[src/rtl/lcd_pkg.sv]
// rtl/lcd_pkg.sv - shared states, word bit positions and command codes for the LCD driver
package lcd_pkg;

  typedef enum logic [2:0] {
    IDLE,
    SETUP,
    PULSE,
    HOLD,
    WAIT
  } lcd_state_e;

  localparam int LCD_ON_BIT = 31;
  localparam int LCD_RS_BIT = 8;

  localparam logic [7:0] LCD_CMD_CLEAR = 8'h01;
  localparam logic [7:0] LCD_CMD_HOME  = 8'h02;

endpackage

[src/rtl/lcd_timer.sv]
// rtl/lcd_timer.sv - loadable down-counter that parks at zero and reports current/next zero
module lcd_timer #(
  parameter int CW = 8
) (
  input  logic          i_clk,
  input  logic          i_rst_n,
  input  logic          i_load,
  input  logic [CW-1:0] i_load_val,
  output logic          o_zero,
  output logic          o_next_zero
);

  logic [CW-1:0] r_cnt;
  logic [CW-1:0] w_cnt_nxt;

  always_comb begin
    w_cnt_nxt = r_cnt;
    if (i_load) begin
      w_cnt_nxt = i_load_val;
    end else if (r_cnt != '0) begin
      w_cnt_nxt = r_cnt - 1'b1;
    end
  end

  always_ff @(posedge i_clk) begin
    if (!i_rst_n) begin
      r_cnt <= '0;
    end else begin
      r_cnt <= w_cnt_nxt;
    end
  end

  assign o_zero      = (r_cnt == '0);
  assign o_next_zero = (w_cnt_nxt == '0);

endmodule

[src/rtl/lcd_ctrl.sv]
// rtl/lcd_ctrl.sv - write-only HD44780 bus driver: one handshaked word per setup/pulse/hold/exec cycle
module lcd_ctrl
  import lcd_pkg::*;
#(
  parameter int SETUP_CYC = 4,
  parameter int EN_CYC    = 25,
  parameter int HOLD_CYC  = 2,
  parameter int EXEC_CYC  = 2000,
  parameter int LONG_CYC  = 82000
) (
  input  logic        i_clk,
  input  logic        i_rst_n,
  input  logic [31:0] i_lcd_word,
  input  logic        i_lcd_vld,
  output logic        o_lcd_rdy,
  output logic        o_lcd_done,
  output logic [7:0]  LCD_DATA,
  output logic        LCD_RS,
  output logic        LCD_RW,
  output logic        LCD_EN,
  output logic        LCD_ON
);

  localparam int CW = $clog2(LONG_CYC + 1);

  localparam logic [CW-1:0] C_SETUP = CW'(SETUP_CYC - 1);
  localparam logic [CW-1:0] C_EN    = CW'(EN_CYC - 1);
  localparam logic [CW-1:0] C_HOLD  = CW'(HOLD_CYC - 1);
  localparam logic [CW-1:0] C_EXEC  = CW'(EXEC_CYC - 1);
  localparam logic [CW-1:0] C_LONG  = CW'(LONG_CYC - 1);

  if (SETUP_CYC < 1 || EN_CYC < 1 || HOLD_CYC < 1 || EXEC_CYC < 1 || LONG_CYC < EXEC_CYC)
  begin : g_param_check
    $error("lcd_ctrl: timing parameters out of range");
  end

  lcd_state_e    r_state;
  lcd_state_e    w_state_nxt;
  logic          w_load;
  logic [CW-1:0] w_load_val;
  logic          w_zero;
  logic          w_next_zero;
  logic          w_accept;
  logic          w_long_word;
  logic [7:0]    w_byte;
  logic          r_long;
  logic [7:0]    r_data;
  logic          r_rs;
  logic          r_on;
  logic          r_en;
  logic          r_done;
  logic          w_unused;

  assign w_unused = ^i_lcd_word[30:9];

  assign w_byte      = i_lcd_word[7:0];
  assign w_accept    = (r_state == IDLE) && i_lcd_vld;
  // Clear and both return-home encodings need the long execution wait.
  assign w_long_word = !i_lcd_word[LCD_RS_BIT] &&
                       ((w_byte == LCD_CMD_CLEAR) || (w_byte[7:1] == LCD_CMD_HOME[7:1]));

  always_comb begin
    w_state_nxt = r_state;
    w_load      = 1'b0;
    w_load_val  = '0;
    case (r_state)
      IDLE: begin
        if (i_lcd_vld) begin
          w_state_nxt = SETUP;
          w_load      = 1'b1;
          w_load_val  = C_SETUP;
        end
      end
      SETUP: begin
        if (w_zero) begin
          w_state_nxt = PULSE;
          w_load      = 1'b1;
          w_load_val  = C_EN;
        end
      end
      PULSE: begin
        if (w_zero) begin
          w_state_nxt = HOLD;
          w_load      = 1'b1;
          w_load_val  = C_HOLD;
        end
      end
      HOLD: begin
        if (w_zero) begin
          w_state_nxt = WAIT;
          w_load      = 1'b1;
          w_load_val  = r_long ? C_LONG : C_EXEC;
        end
      end
      WAIT: begin
        if (w_zero) begin
          w_state_nxt = IDLE;
          w_load      = 1'b1;
          w_load_val  = '0;
        end
      end
      default: begin
        w_state_nxt = IDLE;
        w_load      = 1'b1;
        w_load_val  = '0;
      end
    endcase
  end

  lcd_timer #(
    .CW(CW)
  ) u_timer (
    .i_clk       (i_clk),
    .i_rst_n     (i_rst_n),
    .i_load      (w_load),
    .i_load_val  (w_load_val),
    .o_zero      (w_zero),
    .o_next_zero (w_next_zero)
  );

  // EN and done are decoded from the next state so they line up with the state they describe.
  always_ff @(posedge i_clk) begin
    if (!i_rst_n) begin
      r_state <= IDLE;
      r_long  <= 1'b0;
      r_data  <= '0;
      r_rs    <= 1'b0;
      r_on    <= 1'b0;
      r_en    <= 1'b0;
      r_done  <= 1'b0;
    end else begin
      r_state <= w_state_nxt;
      r_en    <= (w_state_nxt == PULSE);
      r_done  <= (w_state_nxt == WAIT) && w_next_zero;
      if (w_accept) begin
        r_data <= w_byte;
        r_rs   <= i_lcd_word[LCD_RS_BIT];
        r_on   <= i_lcd_word[LCD_ON_BIT];
        r_long <= w_long_word;
      end
    end
  end

  assign o_lcd_rdy  = (r_state == IDLE);
  assign o_lcd_done = r_done;
  assign LCD_DATA   = r_data;
  assign LCD_RS     = r_rs;
  assign LCD_RW     = 1'b0;
  assign LCD_EN     = r_en;
  assign LCD_ON     = r_on;

endmodule

[config.mk]
export PLATFORM = sky130hd
export DESIGN_NAME = lcd_ctrl
export DESIGN_NICKNAME = d
export VERILOG_FILES = /design/src/rtl/lcd_pkg.sv /design/src/rtl/lcd_timer.sv /design/src/rtl/lcd_ctrl.sv
export SDC_FILE = /design/constraint.sdc
export NUM_CORES = 1
export LEC_CHECK = 0
export BUFFER_PORTS_ARGS = -buffer_cell sky130_fd_sc_hd__buf_2
export CORE_MARGIN = 1
export CORE_UTILIZATION = 50
export DETAILED_ROUTE_END_ITERATION = 7
export PLACE_DENSITY = 0.79
export SYNTH_ARGS = -nofsm -noshare
export SYNTH_HDL_FRONTEND = slang
export SYNTH_HIERARCHICAL = 1
export SYNTH_SLANG_ARGS = --single-unit
[constraint.sdc]
create_clock -name i_clk -period 5 [get_ports i_clk]
set_input_delay 1 -clock i_clk [delete_from_list [all_inputs] [get_ports i_clk]]
set_output_delay 1 -clock i_clk [all_outputs]
set_load 0.01 [all_outputs]
======== After elaboration in Yosys (flattened, before gate mapping) ========
Cells that the tools add are included.
cells by class
  equal/unequal tests ..................... 8
  reductions and logical operators ........ 10
  add/sub/neg operators ................... 1
  mux-type cells .......................... 17
operators with widths
  kind                   number
  $mux 17                4
  $pmux 17 s4            1
  $logic_not 17->1       2
  $reduce_bool 17->1     1
  $sub 17x1->17 const B  1
  $mux 3                 5
  $pmux 3 s5             1
  $eq 3x2->1 const B     3
  $eq 8x1->1 const B     1
  $eq 7x1->1 const B     1
  $eq 3x3->1 const B     2
  $mux 5                 1
  $reduce_or 4->1        1
  $eq 3x1->1 const B     1
  $logic_and 1x1->1      3
  $logic_not 3->1        1
  $mux 1                 3
  $mux 2                 1
  $pmux 1 s2             1
  $logic_not 1->1        1
  $logic_or 1x1->1       1
storage, ports and cells
  word-level logic and storage cells ...... 44
  register bits ........................... 33

======== Logic depth before layout (Yosys ltp) ========
Gate-level depths: netlist (run 1).
  word-level depth ........................ 6
  mapped depth ............................ 18
  depth with buffers taken out ............ 15

======== Modules after synthesis ========
Netlist (run 1), hierarchy kept.
modules (own cells, without submodules)
  module     area each (um^2)  cells each  seq. area each (um^2)  times used
  lcd_timer  1152.4            143         340.3                  1
  lcd_ctrl   742.0             91          320.3                  1

======== Worst setup path after synthesis (run 1) ========
OpenSTA, ideal clock, no wires.
  path type ............................... reg2reg
  from .................................... register u_timer.r_cnt[0]
  to ...................................... register r_done (netlist: o_lcd_done)
  library setup time ...................... 0.060 ns
  arrival time ............................ 3.850 ns
  data required time ...................... 4.940 ns
  path buffers ............................ 3
  stages on the path, launching flop included .. 19
  slack ................................... 1.091 ns
  clock period less this slack ............ 3.909 ns
  cells stage by stage .................... dfxtp_1 > inv_1 > ha_1 > or3b_2 > clkbuf_1 > or3_4 > buf_6 > nor3_2 > nand2b_1 > o21ai_0 > a21oi_1 > clkbuf_1 > clkinv_1 > o311ai_0 > o311ai_0 > nor3_1 > nand4_1 > nor4_2 > and3_1
on the way
  cells in the longest elaborated chain, start to end .. 6
  elaborated cells between the ends (all ways) .. 19
  those cells by class .................... add/sub: 1; eq/ne: 1; mux: 13; reduce/logical: 4
ends and longest elaborated chain
  element                   line             source
  start: declaration        lcd_timer.sv:13  logic [CW-1:0] r_cnt;
  start signal: assignment  lcd_timer.sv:29  r_cnt <= w_cnt_nxt;
  $logic_not 17->1          lcd_timer.sv:33  assign o_zero = (r_cnt == '0);
  via w_zero                lcd_ctrl.sv:41   logic w_zero;
  $mux 1                    -
  $pmux 1 s2                lcd_ctrl.sv:66   case (r_state)
  via w_load                lcd_ctrl.sv:39   logic w_load;
  $mux 17                   lcd_timer.sv:18  if (i_load) begin
  $logic_not 17->1          lcd_timer.sv:34  assign o_next_zero = (w_cnt_nxt == '0);
  via w_next_zero           lcd_ctrl.sv:42   logic w_next_zero;
  $logic_and 1x1->1         lcd_ctrl.sv:134  r_done <= (w_state_nxt == WAIT) && w_next_zero;
  end signal: assignment    lcd_ctrl.sv:134
  end: declaration          lcd_ctrl.sv:51   logic r_done;
The timed path passes the listed nets, and every way through them passes these cells.
A chain may end at the register's enable or synchronous reset.

======== Worst setup path in the final report (run 1) ========
Same ends and word-level chain as after synthesis.

==> flow_results.org, run 1 <==
** Final layout
- Share of post-route cells with drive strength above 1 :: 18.53%
- The top cell types in the final layout, fill and taps aside, are dfxtp_1 (33), nand2_1 (28), buf_2 (25), nor2_1 (19).
- Area Growth Syn to Fin :: 12.68%
- The final layout contains 294 nets.
- The finished layout holds 305 standard cells, fillers aside.
- 0 antenna diodes ended up in the layout.
- The library cell used most frequently in the layout, excluding fill and tap cells, is dfxtp_1.

** Yosys
- Average cell area after synthesis :: 8.095 sq um
- The synthesized design contains 33 register bits.
- Summing every instance area after synthesis gives 0.001894 sq mm.
- In the synthesized netlist, the number of instances is 234.
- Yosys printed 6 warnings.
- Share of the synthesized area in the top cell type :: 34.87%
- Proportion of synthesized flip-flops having asynchronous set or reset :: 0%
- Post-synth EDFFs :: 0
- In this run, distinct cell masters in the synthesized netlist total 58.
- Sequential cell area fraction in the yosys report :: 34.87%
- In the synthesized netlist the dominant register cell turns out to be dfxtp_1.
- The biggest area contributor in the post-synthesis netlist is dfxtp_1.
- In the post-synthesis netlist, the biggest area contributors are dfxtp_1 (35%), nand2_1 (5.5%), nor2_1 (3.8%), a21boi_1 (3.6%), nor3_1 (2.9%).

** Power and ir drop
- Of the total power, the share spent switching nets is 37.95%.
- Net load switching power :: 359.9 uW
- Sequential cell fraction of total power :: 35.2%
- Summing internal, switching and leakage power gives 948.5 uW.
- The analysis attributes to cell leakage a power of 0.0008676 uW.
- Part of the power in the clock network :: 27.0%
- For this design the ratio of total power to cell area is 444.4 mW/mm^2.
- Of the total power, combinational logic draws 37.8%.
- Internal Pwr Total :: 588.6 uW
- Peak ir drop on the vdd network :: 0.3008 mV

** Global route
- Across every metal layer, demand over resource in global routing totals 23.84%.
- Initial antenna violation count :: 0
- Global-route wire length before repair :: 7576 microns
- Entering global routing, the biggest net connects 27 pins.
- The via count of the first global-routing pass came to 1648.
- Summed over all layers, the global routing overflow is 0.

** Place
- Counting tap cells, the placed design contains a total of 297 instances.
- The congestion estimate from routability-driven global placement came to 0.9184.
- Detailed placement HPWL :: 3029 microns
- Buffers on Ports :: 25

** Floorplan
- Area of the core :: 0.003468 sq mm
- Total Die Area :: 0.004039 sq mm
- The die is 63.55 microns wide.
- For this configuration, the core starts out at a cell density of 54.62%.
- The floorplan has 21 rows.
- In this run the vertical extent of the chip is 63.55 microns.
- Number of primary I/O pins :: 49

** Critical path
- Crit path buffers/inverters :: 4
- Worst-path cell with the longest stage delay :: or3b_2
- Cell Chain, Critical Path :: inv_1, ha_1, or3b_2, or3_4, nor3_2, buf_4, nor3_1, a21oi_1, clkinv_1, buf_4, o311ai_0, o311ai_0, nor3_1, nand4_1, nor4_2, and3_1
- The worst setup path is launched from a register.
- Data arrives at the worst endpoint at 4.23 ns.
- Critical path's top delay family :: simple AND/OR/NAND/NOR gates
- Worst-path fanout max :: 18
- For the worst setup path, the data required time is 5.23 ns.
- In this run the number of cells on the critical path is 16.
- Measured in cells, the most critical reg-to-reg path has a length of 16.
- The largest single stage delay on the critical path is 0.59 ns.
- The worst setup path is of the reg -> reg kind.
- The worst setup path is captured at a register.

** STA
- Adding up every negative setup slack in the final design gives 0 ns.
- After layout, the worst path uses 79.81% of the clock period.
- Hold Fails Final Rpt :: 0
- Final Max Slew Viols :: 0
- Maximum clock frequency :: 250.6 MHz
- For the pin with the worst max-slew slack, the measured transition is 0.8406 ns.
- Across the routed clock network, the largest skew measured is 0.004334 ns.
- Final setup vio count :: 0
- RSZ-0062 raised after global routing :: false
- Worst slew slack as a fraction of its limit :: 43.81%
- The routed design could run at a clock period as short as 3.990 ns.

** Hold path
- Along the worst hold path, the cell count comes to 2.
- The tightest min-delay check is of the reg -> reg type.

** Route
- Routed WL per cell :: 14.49 microns
- Number of antenna-violating nets in the routed design :: 0
- DRC errors left :: 0
- The first detailed-routing pass ran for 4 iterations.
- The final layout contains routed wiring with a total length of 4420 microns.
- Total vias in the final route :: 1773
- After detailed routing, the number of vias per cell comes to 5.813.
- The detailed router finished its first iteration with 124 violations.

** Clocking
- CTS tree :: yes
- Clock slew seen by the registers of the worst setup and hold paths :: 0.07 ns
- Clock network latency to the later pin of the worst-skew pair :: 0.29 ns
- After clock tree synthesis, the setup repair step added 0 buffers.
- The cell sitting at the root of the clock tree is a clkbuf_8.
- In this run, post-CTS hold repair placed 0 buffers.
- The clock tree synthesis step divided the H-tree into 2 levels.
- Count of instances resized after the clock tree is built :: 0
- The clock passes through at most 2 buffers.
- TritonCTS created 5 clock buffers.
- The tree built by TritonCTS fans out to 33 sinks.

** Run status
- The run finished with clean final reports.

** Run
- Number of max-capacitance violations reported :: 0
per-layer routing:
layer | vias to the layer above | share of wire (%) | global-route usage, %
met5 | - | 0 | 0
met4 | 0 | 1.8 | 7.670
met3 | 10 | 6.4 | 4.891
met2 | 63 | 46 | 38.70
met1 | 809 | 45 | 31.26
li1 | 891 | - | -
cell families (layout without fill, tap and decap cells):
family | after synthesis | in the layout | synth area share, %
other cells | 1 | 8 | 0.1980
mux | 4 | 4 | 2.180
buf+inv | 24 | 42 | 6.803
simple gates | 105 | 105 | 30.45
fa+ha+maj | 1 | 1 | 0.6604
compound gates | 62 | 62 | 22.99
flops | 33 | 33 | 34.87
xor+xnor | 4 | 4 | 1.850
worst paths after layout:
path                               start                     to  slack (ns)
max reg2reg  u_timer/r_cnt[0]$_SDFF_PN0_  o_lcd_done$_SDFF_PN0_        1.01
min                  LCD_ON$_SDFFE_PN0P_    LCD_ON$_SDFFE_PN0P_        0.45
min reg2reg          LCD_ON$_SDFFE_PN0P_    LCD_ON$_SDFFE_PN0P_        0.45
max          u_timer/r_cnt[0]$_SDFF_PN0_  o_lcd_done$_SDFF_PN0_        1.01
per-stage QoR:
step	utilization (%)	hold slack [ns]	worst slack (ns)	instance area [sq um]
after floorplan	-	0.4389	1.091	1921
after global placement	58.23	0.4398	1.236	2019
after detailed placement	58.23	0.4467	1.207	2019
after CTS	61.54	0.4575	1.052	2135
after global routing	61.54	0.4860	0.6614	2135
final	61.54	0.4537	1.010	2135
worst reg2reg max path: cells and delay by family, from the launching register on:
kind                     cells  cell delay [ns]
buffers and inverters        4             0.63
AND/OR/NAND/NOR              8             2.20
AO/OA/AOI/OAI                3             0.56
flip-flops                   1             0.37
adder cells (fa/ha/maj)      1             0.19
synthesized netlist by cell type, types with 2 or more instances:
library cell,instances
o21ai_0,11
or2_2,3
dfxtp_1,33
o31a_1,3
nand2b_1,6
or4_1,3
nor3_1,11
nor4_1,7
a211oi_1,2
xnor2_1,3
o31ai_1,6
nand2_1,28
inv_1,5
a21boi_1,9
a31oi_1,4
mux2i_1,3
nand4_1,2
o211ai_1,3
buf_6,4
or3_1,3
o311ai_0,3
clkbuf_1,8
nor2_1,19
buf_2,4
o41ai_1,3
a21oi_1,8
o2111ai_1,2
and2_1,8
sequential cells by signal (all words and copies together) (netlist names):
signal and count:
LCD_ON 1, LCD_DATA 8, r_state 3, u_timer/r_cnt 17, LCD_EN 1, r_long 1, o_lcd_done 1, LCD_RS 1
power by group through the flow:
stage | clock network, uW | registers [uW] | logic (uW)
after floorplan | 0 | 331 | 295
after global placement | 0 | 338 | 344
after detailed placement | 0 | 339 | 349
after CTS | 263 | 333 | 354
after global routing | 268 | 340 | 398
final | 256 | 334 | 359
cell type report:
| type | instances | area [sq um] |
|---|---|---|
| Multi-Input combinational cell | 184 | 1131 |
| Timing Repair Buffer | 28 | 147.6 |
| Clock inverter | 3 | 46.29 |
| Fill cell | 336 | 1334 |
| Clock buffer | 5 | 68.82 |
| Inverter | 6 | 22.52 |
| Sequential cell | 33 | 660.6 |
| Tap cell | 46 | 57.56 |
No activity file was read; power rests on OpenSTA's default activity.
==> inputs of run 2 (changes only) <==
CORE_UTILIZATION = 47   (was 50)
PLACE_DENSITY = 0.78   (was 0.79)
clock period = 3.5 ns   (was 5 ns; I/O delays follow)
==> run 2 against run 1 <==
Power rose by 49%. Non-clock buffer count is 15 higher. Combinational power up 72%. Setup slack got worse by 0.84 ns. Via count up 4.9%. Critical endpoint unchanged. Critical path depth down 2. Global-route usage decreased by 0.41 points. Hold slack barely moved. Die area increased by 6.2%. First-iteration DRC count up 4.0%. Routed wire length up 6.5%.
==> flow_results.org, run 2 (synthesis gave the netlist of run 1 again) <==
** Critical path
- Sort of element at the start of the critical path :: register
- Critical path data arrival time :: 3.56 ns (-0.67 ns)
- Crit path required time :: 3.73 ns (-1.50 ns)
- Crit path buffers/inverters :: 2 (-2)
- The slowest stage of the critical path belongs to the cell or3b_2.
- Traced cell by cell, the critical path runs through inv_2, ha_4, or3b_2, or3_4, nor3_4, nand2b_4, o21ai_0, a21oi_2, buf_6, a31oi_1, a22oi_1, nand4_1, nor4_2, and3_1.
- The worst setup slack for register-to-register paths is 0.17 ns (-0.84 ns).
- STA classifies the critical path endpoint as a register.
- Classification of the worst setup path :: reg -> reg
- Worst-path fanout max :: 7 (-11)
- Worst stage delay on the critical path :: 0.45 ns (-0.14 ns)
- Critical path's top delay family :: simple AND/OR/NAND/NOR gates

** Place
- The sum of net half-perimeters after detailed placement was 3352 microns (+11%).
- The final estimated routing congestion in global placement came to 0.8947 (-2.6%).
- The total of buffers placed on input and output ports is 25 (unchanged).

** Power and ir drop
- Ratio of total power to cell area :: 616.2 mW/mm^2 (+39%)
- The power consumption came to 1412 uW (+49%).
- Leakage power figure :: 0.0009525 uW (+9.8%)
- Peak ir drop on the vdd network :: 0.3177 mV (+5.6%)

** Clocking
- Hold-fix buffers, CTS :: 0 (unchanged)
- CTS Buf Count :: 5 (unchanged)
- Clock network latency to the later pin of the worst-skew pair :: 0.29 ns (about the same)
- The number of buffers between clock root and the deepest sink was 2 (unchanged).
- The number of clock sinks seen by CTS came to 33 (unchanged).
- CTS tree :: yes
- Clock tree root driver cell :: clkbuf_8
- The clock edge transition at the registers on the reported setup and hold paths came to 0.07 ns (about the same).
- The CTS H-tree depth was 2 (unchanged).

** STA
- The final clock skew is 0.005548 ns (+0.001214 ns).
- The final-report setup violation count is 0 (unchanged).
- The minimum clock period after layout is 3.329 ns (-0.6616 ns).
- Setup TNS Final :: 0 ns (unchanged)
- The slew of the pin with the lowest slew margin is 0.8796 ns (+0.03899 ns).
- The number of pins with negative max-slew slack in the final report came to 0 (unchanged).
- The final number of hold-violating endpoints came to 0 (unchanged).
- The part of the cycle the worst path needs is 95.10% (+15 points).
- The maximum clock frequency came to 300.4 MHz (+20%).
- The relative max-transition margin was 41.21% (-2.6 points).

** Global route
- Global router's overall resource usage :: 23.43% (-0.41 points)
- The total overflow reported by the global router was 0 (unchanged).
- Vias in the first global route :: 1651 (+0.18%)
- The global-route wire length before repair came to 7631 microns (+0.73%).
- The initial antenna violation count is 0 (unchanged).
- The maximum number of pins on one net before global-route repair is 23 (-15%).

** Final layout
- The layout cell share with drive strength beyond 1 came to 26.28% (+7.7 points).
- Ant. Diodes :: 0 (unchanged)
- Final net count :: 309 (+5.1%)
- Flip-flop count of the largest register, all copies and words added :: 17 (unchanged)
- Leaving out fill and tap cells, the most frequent cell in the layout is dfxtp_1.
- Commonest non-fill, non-tap cells in the layout :: dfxtp_1 (33), nand2_1 (28), buf_2 (26), nor2_1 (19), buf_4 (15)
- Relative to the synthesized area, the layout overhead comes to 21.00%.
- Ranked by flip-flop count, first place goes to u_timer/r_cnt.

** Floorplan
- The x dimension of the die was 65.49 microns (+3.0%).
- Number of cell rows :: 22 (+4.8%)
- The chip height came to 65.49 microns (+3.0%).
- The starting density of the core is 50.23% (-4.4 points).
- The number of top-level pins is 49 (unchanged).
- The total die area was 0.004288 sq mm (+6.2%).
- Area of the core :: 0.003771 sq mm (+8.7%)

** Route
- The starting DRC count in detailed routing came to 129 (+4.0%).
- The detailed-routing iteration count for the pre-antenna-repair pass was 5 (+1).
- Number of antenna-violating nets in the routed design :: 0 (unchanged)
- The mean number of vias per cell was 5.776 (-0.63%).
- Post-detailed-routing wire length :: 4706 microns (+6.5%)
- The routed via count is 1860 (+4.9%).
- DRC errors left :: 0 (unchanged)
- Routed WL per cell :: 14.61 microns (+0.85%)

** Run
- The max-cap check violation count is 0 (unchanged).

** Run status
- The flow ran to the end, and the final reports show no timing, DRC or antenna violations.

** Hold path
- In this run the worst hold path is classified as reg -> reg.
==> run 2: cell count changes in the layout (fill, tap and decap cells not counted), moves of 2 or more <==
cell / change
clkbuf_8: +2
inv_2: +2
buf_6: +2
inv_1: -2
buf_4: +12
o21ai_0: -2
==> run 2: per-stage QoR <==
| step | cell area (sq um) | util [%] | std cells | worst slack (ns) | hold slack [ns] |
|---|---|---|---|---|---|
| 2_1_floorplan | 1981 | - | 241 | 0.006725 | 0.4389 |
| 6_report | 2292 | 60.78 | 322 | 0.1713 | 0.4541 |
| 3_3_place_gp | 2141 | 56.77 | 310 | 0.06296 | 0.4376 |
| 5_1_grt | 2292 | 60.78 | 322 | -0.007703 | 0.4743 |
| 3_5_place_dp | 2141 | 56.77 | 310 | 0.1183 | 0.4448 |
| 4_1_cts | 2242 | 59.46 | 318 | 0.08689 | 0.4546 |
==> run 2: path summary, 6_finish.rpt <==
path | start | end | cells past startpoint
max | u_timer/r_cnt[0]$_SDFF_PN0_ | o_lcd_done$_SDFF_PN0_ | 14
min | LCD_DATA[7]$_SDFFE_PN0P_ | LCD_DATA[7]$_SDFFE_PN0P_ | 2
max reg2reg | u_timer/r_cnt[0]$_SDFF_PN0_ | o_lcd_done$_SDFF_PN0_ | 14
min reg2reg | LCD_DATA[7]$_SDFFE_PN0P_ | LCD_DATA[7]$_SDFFE_PN0P_ | 2
==> run 2: tightest hold or removal path, delay by kind of cell (launching register included) <==
kind	cells	cell delay (ns)
flip-flops	1	0.31
AND/OR/NAND/NOR	1	0.05
AO/OA/AOI/OAI	1	0.05
==> run 2: area by class of cell <==
| class | count | area (sq um) |
|---|---|---|
| inverters | 6 | 27.53 |
| fillers | 354 | 1479 |
| clock buffers | 7 | 96.34 |
| multi-input cells | 184 | 1177 |
| clock inverters | 1 | 5.005 |
| repair buffers | 43 | 265.3 |
| well taps | 48 | 60.06 |
| flip-flops and latches | 33 | 660.6 |
==> run 2: routing by layer <==
layer,track usage [%],share of wire [%],vias to the layer above
met4,7.880,0.85,0
met2,35.95,46,75
met1,31.17,47,848
met3,6.771,6.1,6
met5,0,0,-
li1,-,-,931
==> run 2: power breakdown <==
part | leakage, uW | internal (uW) | switching [uW]
logic | 0.000627 | 279 | 340
registers | 0.000271 | 426 | 52.2
clock network | 0.0000542 | 178 | 137
==> run 2: repair_timing <==
item / CTS / global route
endpoints found under the setup margin: 0 / 1
setup buffers: 0 / 4
gates resized for setup: 0 / 7
hold endpoints to repair: 0 / 0
==> inputs of run 3 (changes only) <==
CELL_PAD_IN_SITES_DETAIL_PLACEMENT = 0   (was default)
CELL_PAD_IN_SITES_GLOBAL_PLACEMENT = 1   (was default)
CORE_UTILIZATION = 34   (was 47)
GPL_ROUTABILITY_DRIVEN = 0   (was default)
==> run 3 against run 2 <==
Cell count rose by 8.1%. Sequential share of layout area decreased by 1.3 points. Hold slack worse by 0.0051 ns. Critical path depth grew 2. Clock-buffer cell count decreased by 2. Sequential cell count is the same. Clock power up 40%. Clock skew about the same. Register-to-register slack got worse by 0.03 ns. Die area rose by 37%.
==> flow_results.org, run 3 (synthesis gave the netlist of run 1 again) <==
** Run status
- The flow ran to the end, and the final reports show no timing, DRC or antenna violations.

** STA
- The final clock skew was 0.005869 ns (+0.0003210 ns).
- Hold Fails Final Rpt :: 0 (unchanged)
- The part of the cycle the worst path needs was 96.10% (+0.99 points).
- The relative max-transition margin is 40.39% (-0.82 points).
- Maximum clock frequency :: 297.3 MHz (-1.0%)
- Final Max Slew Viols :: 0 (unchanged)
- Final setup vio count :: 0 (unchanged)
- Actual transition at the worst max-transition pin :: 0.8919 ns (+0.01226 ns)
- The minimum clock period after layout came to 3.363 ns (+0.03473 ns).

** Critical path
- Walking the worst path, the cells encountered are inv_2, ha_4, or3b_4, or3_4, nor3_4, nand2b_4, o21ai_1, a21oi_2, buf_6, clkinv_4, o311ai_1, o311ai_2, nor3_2, nand4_1, nor4_2, and3_1.
- The delay of the slowest cell on the worst path is 0.42 ns (-0.03 ns).
- Critical path's top delay family :: simple AND/OR/NAND/NOR gates
- The setup path with the least slack is of type reg -> reg.
- The required arrival time at the worst endpoint was 3.74 ns (about the same).
- The worst setup path is launched from a register.
- The largest individual stage delay along the critical path comes from the cell or3_4.
- The largest fanout on the critical path came to 6 (-1).
- The worst setup slack for register-to-register paths came to 0.14 ns (-0.03 ns).
- STA classifies the critical path endpoint as a register.
- Crit path buffers/inverters :: 3 (+1)
- Critical path data arrival time :: 3.60 ns (+0.04 ns)

** Route
- The number of nets with antenna violations after routing was 0 (unchanged).
- The post-detailed-route wirelength per cell is 14.17 microns (-3.0%).
- DRC errors left :: 0 (unchanged)
- The mean number of vias per cell is 5.290 (-8.4%).
- The detailed-routing iteration count for the pre-antenna-repair pass came to 4 (-1).
- The routed via count was 1841 (-1.0%).
- The starting DRC count in detailed routing was 131 (+1.6%).
- Post-detailed-routing wire length :: 4932 microns (+4.8%)

** Run
- Number of max-capacitance violations reported :: 0 (unchanged)

** Clocking
- CTS placed an instance of clkbuf_8 at the clock tree root.
- Clock network latency to the later pin of the worst-skew pair :: 0.29 ns (about the same)
- The number of clock sinks seen by CTS was 33 (unchanged).
- The total clock buffers created by CTS was 5 (unchanged).
- CTS tree :: yes
- Count of H-tree levels built during CTS :: 2 (unchanged)
- Clock slew seen by the registers of the worst setup and hold paths :: 0.08 ns (about the same)
- The number of buffers between clock root and the deepest sink was 2 (unchanged).

** Hold path
- The min-delay analysis places its worst path in the category reg -> reg.

** Final layout
- Leaving out fill and tap cells, the most frequent cell in the layout is dfxtp_1.
- The layout cell share with drive strength beyond 1 came to 28.06% (+1.8 points).
- Area Growth Syn to Fin :: 26.88%
- The number of standard cells in the layout, taps in and fillers out was 348 (+8.1%).
- The net count of the finished layout came to 313 (+1.3%).
- The finished layout cell area is 0.002404 sq mm (+4.9%).
- Flip-flop count of the largest register, all copies and words added :: 17 (unchanged)
- The filler cell count in the final layout was 546 (+54%).
- The library cells used most frequently in the layout, excluding fill and tap cells, are dfxtp_1 (32), nand2_1 (28), buf_2 (25), buf_4 (20), nor2_1 (19).
- Ant. Diodes :: 0 (unchanged)
- u_timer/r_cnt holds more flip-flops than any other register.

** Floorplan
- The number of top-level pins came to 49 (unchanged).
- Overall die height :: 76.64 microns (+17%)
- The placement row count was 26 (+18%).
- The core outline area is 0.005238 sq mm (+39%).
- Die extent in x :: 76.64 microns (+17%)
- Starting Density :: 36.17% (-14 points)
- Total Die Area :: 0.005874 sq mm (+37%)

** Global route
- The maximum number of pins on one net before global-route repair is 23 (unchanged).
- The total overflow reported by the global router came to 0 (unchanged).
- Initial antenna violation count :: 0 (unchanged)
- Vias in the first global route :: 1727 (+4.6%)
- The overall routing resource usage was 17.88% (-5.5 points).
- Global-route wire length before repair :: 8217 microns (+7.7%)

** Power and ir drop
- Peak ir drop on the vdd network :: 0.3151 mV (-0.81%)
- Sequential cell fraction of total power :: 30.7% (-3.2 points)
- Share of power burned in combinational logic :: 41.2% (-2.6 points)
- Internal Pwr Total :: 1010 uW (+14%)
- The total power divided by cell area is 652.1 mW/mm^2 (+5.8%).
- Fraction of power spent switching nets :: 35.56% (-1.9 points)
- Net load switching power :: 557.4 uW (+5.3%)
- The cell leakage power came to 0.0009940 uW (+4.4%).
- Part of the power in the clock network :: 28.2% (+5.9 points)

** Place
- The post-placement cell area was 0.002213 sq mm (+3.4%).
- The sum of net half-perimeters after detailed placement came to 3436 microns (+2.5%).
- The number of instances in the placed design was 338 (+9.0%).
- Buffers on Ports :: 25 (unchanged)
[run 3: power groups by stage]
stage          Sequential [uW]  Clock (uW)  Combinational (uW)
2_1_floorplan              473           0                 456
4_1_cts                    476         454                 613
6_report                   480         442                 645
3_5_place_dp               483           0                 602
5_1_grt                    486         473                 713
3_3_place_gp               483           0                 595
[run 3: worst min-delay path, delay by kind of cell (launching register included)]
kind / cells / cell delay (ns)
AO/OA/AOI/OAI: 1 / 0.05
AND/OR/NAND/NOR: 1 / 0.05
flip-flops: 1 / 0.31
[run 3: cell type report]
| type | count | area (sq um) | share of cell area, % |
|---|---|---|---|
| Multi-Input combinational cell | 184 | 1187 | 49.40 |
| Sequential cell | 33 | 661.9 | 27.54 |
| Timing Repair Buffer | 47 | 301.5 | 12.55 |
| Tap cell | 70 | 87.58 | 3.644 |
| Clock buffer | 5 | 68.82 | 2.863 |
| Clock inverter | 3 | 68.82 | 2.863 |
| Inverter | 6 | 27.53 | 1.145 |
[run 3: routing by layer]
layer / track usage (%) / vias up / share of wire (%)
li1: - / 934 / -
met1: 22.81 / 860 / 47
met2: 29.28 / 40 / 47
met3: 4.910 / 7 / 4.1
met4: 5.192 / 0 / 1.4
met5: 0 / - / 0
[run 3: what timing repair did]
| item | 4_1_cts | 5_1_grt |
|---|---|---|
| pin swaps | 4 | 8 |
| hold buffers | 0 | 0 |
| buffers inserted | 1 | 1 |
| endpoints found under the setup margin | 1 | 1 |
| endpoints found under the hold margin | 0 | 0 |
| resized for setup | 0 | 12 |
| cloned | 0 | 0 |
[run 3: per-stage QoR]
step	setup TNS [ns]	worst slack, ns	utilization, %	hold WS (ns)	power [uW]
2_1_floorplan	0	0.006725	-	0.4389	928.5
4_1_cts	0	0.01639	45.03	0.4526	1543
5_1_grt	-0.05518	-0.05518	45.89	0.4812	1672
6_report	0	0.1366	45.89	0.4490	1567
3_5_place_dp	-0.03026	-0.03026	42.26	0.4413	1085
3_3_place_gp	-0.01122	-0.01122	42.26	0.4375	1078
[run 3: worst paths after layout]
kind                      endpoint                   startpoint  cells past startpoint
min reg2reg    LCD_ON$_SDFFE_PN0P_          LCD_ON$_SDFFE_PN0P_                      2
max          o_lcd_done$_SDFF_PN0_  u_timer/r_cnt[0]$_SDFF_PN0_                     16
max reg2reg  o_lcd_done$_SDFF_PN0_  u_timer/r_cnt[0]$_SDFF_PN0_                     16
min            LCD_ON$_SDFFE_PN0P_          LCD_ON$_SDFFE_PN0P_                      2
